### src/rtl/mul_pipe.sv
`default_nettype none
// ============================================================================
// Module   : mul_pipe
// Purpose  : STAGES-deep integer multiply pipeline carrying result, zero,
//            overflow and destination tag, with in-flight hazard lookup.
//            Optional feature macro: MUL_UNSIGNED_EN (adds in_unsigned).
// Revision : 1.0
// ============================================================================
module mul_pipe #(
  parameter int WIDTH  = 32,
  parameter int STAGES = 5
) (
  input  logic             clk,
  input  logic             reset_n,
  input  logic             in_valid,
  input  logic [WIDTH-1:0] in_a,
  input  logic [WIDTH-1:0] in_b,
  input  logic [4:0]       in_dst,
`ifdef MUL_UNSIGNED_EN
  input  logic             in_unsigned,
`endif
  input  logic             stall,
  input  logic             flush,
  input  logic [4:0]       query_reg,
  output logic             out_valid,
  output logic [WIDTH-1:0] result,
  output logic             zero,
  output logic             overflow,
  output logic [4:0]       dst,
  output logic             busy,
  output logic             query_hit
);

  localparam int c_PROD_W = 2 * WIDTH;

  logic                c_unused_guard;
  logic                w_uns;
  logic [c_PROD_W-1:0] w_a_ext;
  logic [c_PROD_W-1:0] w_b_ext;
  logic [c_PROD_W-1:0] w_prod;
  logic [WIDTH-1:0]    w_result;
  logic                w_zero;
  logic                w_ovf;

  assign c_unused_guard = 1'b0;

`ifdef MUL_UNSIGNED_EN
  assign w_uns = in_unsigned;
`else
  assign w_uns = c_unused_guard;
`endif

  // Operands are extended to full product width so a single truncated
  // multiply yields the exact 2*WIDTH-bit product for either signedness.
  always_comb begin
    w_a_ext = w_uns ? {{WIDTH{1'b0}}, in_a} : {{WIDTH{in_a[WIDTH-1]}}, in_a};
    w_b_ext = w_uns ? {{WIDTH{1'b0}}, in_b} : {{WIDTH{in_b[WIDTH-1]}}, in_b};
    w_prod  = w_a_ext * w_b_ext;
  end

  assign w_result = w_prod[WIDTH-1:0];
  assign w_zero   = (w_result == '0);
  assign w_ovf    = w_uns ? (|w_prod[c_PROD_W-1:WIDTH])
                          : (w_prod[c_PROD_W-1:WIDTH] != {WIDTH{w_prod[WIDTH-1]}});

  // Index 0 is the first stage, index STAGES-1 drives the outputs.
  logic [STAGES-1:0]            r_valid;
  logic [STAGES-1:0][WIDTH-1:0] r_result;
  logic [STAGES-1:0]            r_zero;
  logic [STAGES-1:0]            r_ovf;
  logic [STAGES-1:0][4:0]       r_dst;

  always_ff @(posedge clk or negedge reset_n) begin
    if (!reset_n) begin
      r_valid  <= '0;
      r_result <= '0;
      r_zero   <= '0;
      r_ovf    <= '0;
      r_dst    <= '0;
    end else if (flush) begin
      r_valid <= '0;
    end else if (!stall) begin
      r_valid  <= {r_valid[STAGES-2:0], in_valid};
      r_result <= {r_result[STAGES-2:0], w_result};
      r_zero   <= {r_zero[STAGES-2:0], w_zero};
      r_ovf    <= {r_ovf[STAGES-2:0], w_ovf};
      r_dst    <= {r_dst[STAGES-2:0], in_dst};
    end
  end

  assign out_valid = r_valid[STAGES-1];
  assign result    = out_valid ? r_result[STAGES-1] : '0;
  assign zero      = out_valid & r_zero[STAGES-1];
  assign overflow  = out_valid & r_ovf[STAGES-1];
  assign dst       = out_valid ? r_dst[STAGES-1] : 5'd0;
  assign busy      = |r_valid;

  // Register 0 is never a real hazard, so it is excluded from the lookup.
  logic [STAGES-1:0] w_match;

  for (genvar i = 0; i < STAGES; i++) begin : g_hit
    assign w_match[i] = r_valid[i] & (r_dst[i] == query_reg);
  end

  assign query_hit = (query_reg != 5'd0) & (|w_match);

endmodule
`default_nettype wire

### config.mk
export PLATFORM = sky130hd
export DESIGN_NAME = mul_pipe
export DESIGN_NICKNAME = d
export VERILOG_FILES = /design/src/rtl/mul_pipe.sv
export SDC_FILE = /design/constraint.sdc
export NUM_CORES = 2
export LEC_CHECK = 0
export BUFFER_PORTS_ARGS = -buffer_cell sky130_fd_sc_hd__buf_4
export CAP_MARGIN = 20
export CORE_UTILIZATION = 55
export CTS_BUF_LIST = sky130_fd_sc_hd__clkbuf_4 sky130_fd_sc_hd__clkbuf_8
export DETAILED_ROUTE_END_ITERATION = 8
export GPL_TIMING_DRIVEN = 0
export PLACE_DENSITY = 0.68
export SYNTH_ARGS = -nofsm -noshare
export SYNTH_HDL_FRONTEND = slang
export SYNTH_SLANG_ARGS = --single-unit
### constraint.sdc
create_clock -name clk -period 3.5 [get_ports clk]
set_input_delay 0.525 -clock clk [delete_from_list [all_inputs] [get_ports clk]]
set_output_delay 0.525 -clock clk [all_outputs]
set_load 0.01 [all_outputs]
---- Word level (Yosys, flattened, before mapping) ----
Cells that the tools add are included.
storage, ports and cells
  output and inout port bits .............. 42
  bits of input ports ..................... 79
  logic and storage cells ................. 40
  flip-flop bits (word level) ............. 200
cells by class
  reduce and logical (&&, ||, !) cells .... 5
  multiply operators ...................... 1
  bitwise operators ....................... 10
  eq/ne operators ......................... 7
  mux-type cells .......................... 4
operator list
  cell                                                   count
  multiplier 32 x 32 -> 64 bit                           1
  zero test 32 bit                                       1
  two-way mux 32 bit                                     1
  inequality test 32 bit                                 1
  equality test 5 bit                                    5
  two-way mux 5 bit                                      3
  OR reduction 5 bit                                     2
  AND 1 bit                                              8
  nonzero test 5 bit                                     1
  inequality test 2 x 1 -> 1 bit, second input constant  1
  NOT 1 bit                                              2
  AND reduction 2 bit                                    1

---- Depth between registers and ports, before layout ----
  word-level depth ........................ 4
  mapped depth ............................ 30
  depth with buffers taken out ............ 28

---- Least setup slack after synthesis ----
OpenSTA, ideal clock, no wires.
  path kind ............................... in2reg
  from .................................... input in_b[4]
  to ...................................... register r_ovf[0]
  path buffers ............................ 2
  arrival ................................. 8.528 ns
  stages .................................. 27
  data required time ...................... 3.358 ns
  setup time .............................. 0.142 ns
  path slack .............................. -5.170 ns
  cells stage by stage .................... clkbuf_1 and2_1 fa_1 inv_1 fa_1 inv_1 fa_1 fa_1 inv_1 fa_1 fa_1 fa_1 fa_1 inv_1 ha_1 clkbuf_1 and2_1 a311o_1 nand2b_1 a41o_1 a22oi_1 nand2_1 a211oi_1 xor2_1 or4bb_1 o2bb2ai_1 a41oi_1
on the way
  cells in the longest elaborated chain, start to end .. 2
RTL lines
  what                          RTL line  source
  start: declaration            17        input logic [WIDTH-1:0] in_b,
  multiplier 32 x 32 -> 64 bit  58        w_prod = w_a_ext * w_b_ext;
  inequality test 32 bit        64        : (w_prod[c_PROD_W-1:WIDTH] != {WIDTH{w_prod[WIDTH-1]}});
  end signal: assignment        86        r_ovf <= {r_ovf[STAGES-2:0], w_ovf};
  end: declaration              70        logic [STAGES-1:0] r_ovf;
No other way between the ends.
A chain may end at the register's enable or synchronous reset.

---- Worst setup path in the final report ----
  from .................................... input in_b[29]
  to ...................................... register r_ovf[0]
Same word-level chain as after synthesis.

==> impl_metrics.csv <==
group,metric,value,unit
run_status,outcome,"finished with violations",
run_status,failed_checks,"negative setup slack",
cells_and_area,final_core_util,0.656,
floorplanning,vertical_extent_of_the_die,285,um
clocking,root_buffer,"sky130_fd_sc_hd__clkbuf_8",
sta,final_layout_setup_total_negative_slack,-72420,ps
grt,grt_antenna_before_repair,10,
cells_and_area,net_total_in_the_final_layout,6291,
synth,yosysUniqueCellTypes,76,
critical_path,cp_num_buf_inv,5,
cells_and_area,area_overhead_of_the_layout_relative_to_synthesis,17.9,%
grt,grtUsageTotal,0.377,
floorplanning,std_cell_rows,103,
place,io_buffer_count,114,
synth,synthesis.area,43900,sq um
synth,ys_ff_latch,200,
clocking,tritoncts_clock_tree,"built",
floorplanning,initial_core_util,0.556,
critical_path,cp_slowest_cell,"sky130_fd_sc_hd__fa_1",
clocking,clk_transition_reported_paths,100,ps
min_path,worstHoldPathType,"in2async",
sta,finalHoldViolCount,0,
place,detailed_place_hpwl,124000,um
critical_path,reg2reg_start,"r_valid[4]",
sta,worst_path_setup_slack_after_routing,-4560,ps
drt,detail_route.iter0.violations,2928,
floorplanning,die_width,285,um
sta,finalCritPeriodShare,2.30,
sta,finClkSkew,11.8,ps
critical_path,reg2reg_depth,3,
critical_path,path_common_cell,"sky130_fd_sc_hd__fa_1",
critical_path,crit_path_max_incr_delay,600,ps
grt,grt_pass1_wl,222000,um
place,pre_cts_ws,-6200,ps
flow_run,drv.max_cap_violation_count,0,
cells_and_area,postLayoutCellArea,51800,sq um
synth,synth-edff-count,0,
synth,asr_flop_ratio_synth,1.00,
cells_and_area,post_route_cells_drive_above_1_share,0.177,
drt,ant_nets,0,
sta,achievable-frequency,124,MHz
sta,final-setup-viol-count,28,
critical_path,r2r_setup_slack,2290,ps
grt,grt_overflow_total,0,
sta,min_period,8060,ps
clocking,cts_made_buffers,17,
place,replace_congestion,1.03,
critical_path,crit_type,"in2reg",
critical_path,worstPathArrival,8420,ps
critical_path,worstPathMaxFanout,10,
synth,yosysWarningCount,0,
floorplanning,fp.dieArea,81000,sq um
cells_and_area,num-fill-cells,6397,
critical_path,cpLargestDelayFamily,"adder cells",
drt,drc,0,
cells_and_area,layout.cells.most_common,"sky130_fd_sc_hd__nand2_1",
synth,syn_nets,6018,
clocking,clock_path_buffers,2,
place,placed_cell_area,47300,sq um
grt,pin_count_of_the_biggest_net_entering_global_routing,108,
cells_and_area,final_cell_mix,"1122 x sky130_fd_sc_hd__nand2_1, 1005 x sky130_fd_sc_hd__fa_1, 705 x sky130_fd_sc_hd__inv_1, 445 x sky130_fd_sc_hd__and2_1, 229 x sky130_fd_sc_hd__buf_4",
grt,grt_pass1_vias,36400,
clocking,clk-insertion-delay-late,490,ps
drt,vias_per_cell,5.78,
synth,synthesis.instances,4673,
floorplanning,boundaryPins,121,
sta,rsz0062_at_grt,"yes",
clocking,cts.sink_count,200,
critical_path,timing.critical_path.from_type,"input pin",
synth,postSynthAreaPerCell,9.40,sq um
drt,routedWlPerCell,25.0,um
sta,timing.final.max_slew_violations,0,
clocking,htree_num_levels,4,
floorplanning,fp.coreArea,79000,sq um
drt,routed_wl,150000,um
critical_path,worst_r2r_endpoint,"r_valid[4]",
critical_path,setup.worst_path.end_class,"flip-flop",
drt,detailroute.via_count,34800,
sta,worst_slew_pin_slew,800,ps
synth,synth.yosys.seq_area_share,0.114,
synth,synth_top_flop_cell,"sky130_fd_sc_hd__dfrtp_1",
critical_path,cp.required,3860,ps
drt,first_pass_iters,8,
sta,maxSlewHeadroom,0.467,
final cells by class:
| class | count | area [sq um] | area share |
|---|---|---|---|
| Multi-Input combinational cell | 3466 | 37100 | 0.716 |
| Inverter | 741 | 2810 | 0.0542 |
| Tap cell | 1050 | 1310 | 0.0254 |
| Antenna cell | 8 | 20.0 | 0.000386 |
| Sequential cell | 200 | 5000 | 0.0966 |
| Clock buffer | 24 | 312 | 0.00601 |
| Timing Repair Buffer | 266 | 2440 | 0.0470 |
| Buffer | 254 | 2740 | 0.0529 |
| Clock inverter | 8 | 88.8 | 0.00171 |
per-layer routing:
metal	part of all wire	track usage	up-vias
li1	-	-	14400
met1	0.37	0.496	18100
met4	0.079	0.241	0
met2	0.45	0.569	1759
met3	0.099	0.0812	550
met5	0	0	-
worst max-delay path by stage:
stage / depth (start not counted) / slack [ps] / to / from
floorplan: 28 / -4780 / r_ovf[0] / in_a[31]
global placement: 27 / -6170 / r_ovf[0] / in_b[7]
detailed placement: 27 / -6200 / r_ovf[0] / in_b[7]
CTS: 30 / -4590 / r_ovf[0] / in_a[31]
global route: 30 / -4610 / r_ovf[0] / in_a[22]
finish: 26 / -4560 / r_ovf[0] / in_b[29]
cells in the mapped netlist (all sizes together) (19+ instances only):
cell type	n	area [sq um]
xnor2	41	359
a21o	25	188
ha	184	2300
a21oi	76	384
nand4	19	119
nand2b	30	188
inv	740	2780
nor2	55	206
o21ai	62	310
fa	1082	21700
and2	487	3050
nand2	1143	4290
clkbuf	257	966
xor2	49	429
nor3	19	95.1
nand3	19	95.1
dfrtp	200	5000
through the flow:
stage	cells	hold WS, ps
floorplan	4673	229
global placement	5837	446
detailed placement	5838	450
CTS	5940	51.1
global route	6011	91.5
finish	6017	26.4
registers in the layout, summed over array words and instances, names as in the netlist:
name and count:
r_result 160, r_dst 25, r_ovf 5, r_valid 5, r_zero 5
timing repair:
item / in CTS / in global routing
gates cloned: 0 / 4
endpoints found under the setup margin: 29 / 29
buffers inserted: 73 / 73
hold buffers: 0 / 0
pin swaps: 61 / 148
resized for setup: 390 / 475
logic make-up after synthesis:
family	after synthesis	synth area share
flip-flops	200	0.114
AND/OR/NAND/NOR	1824	0.191
XOR/XNOR	90	0.0179
adder cells (fa/ha/maj)	1266	0.545
buffers and inverters	1007	0.0863
multiplexers	13	0.00308
AO/OA/AOI/OAI	273	0.0421
Power is left out: the tool's default activity adds up to more than one toggle a clock period on the data nets, which glitch-free logic cannot reach.
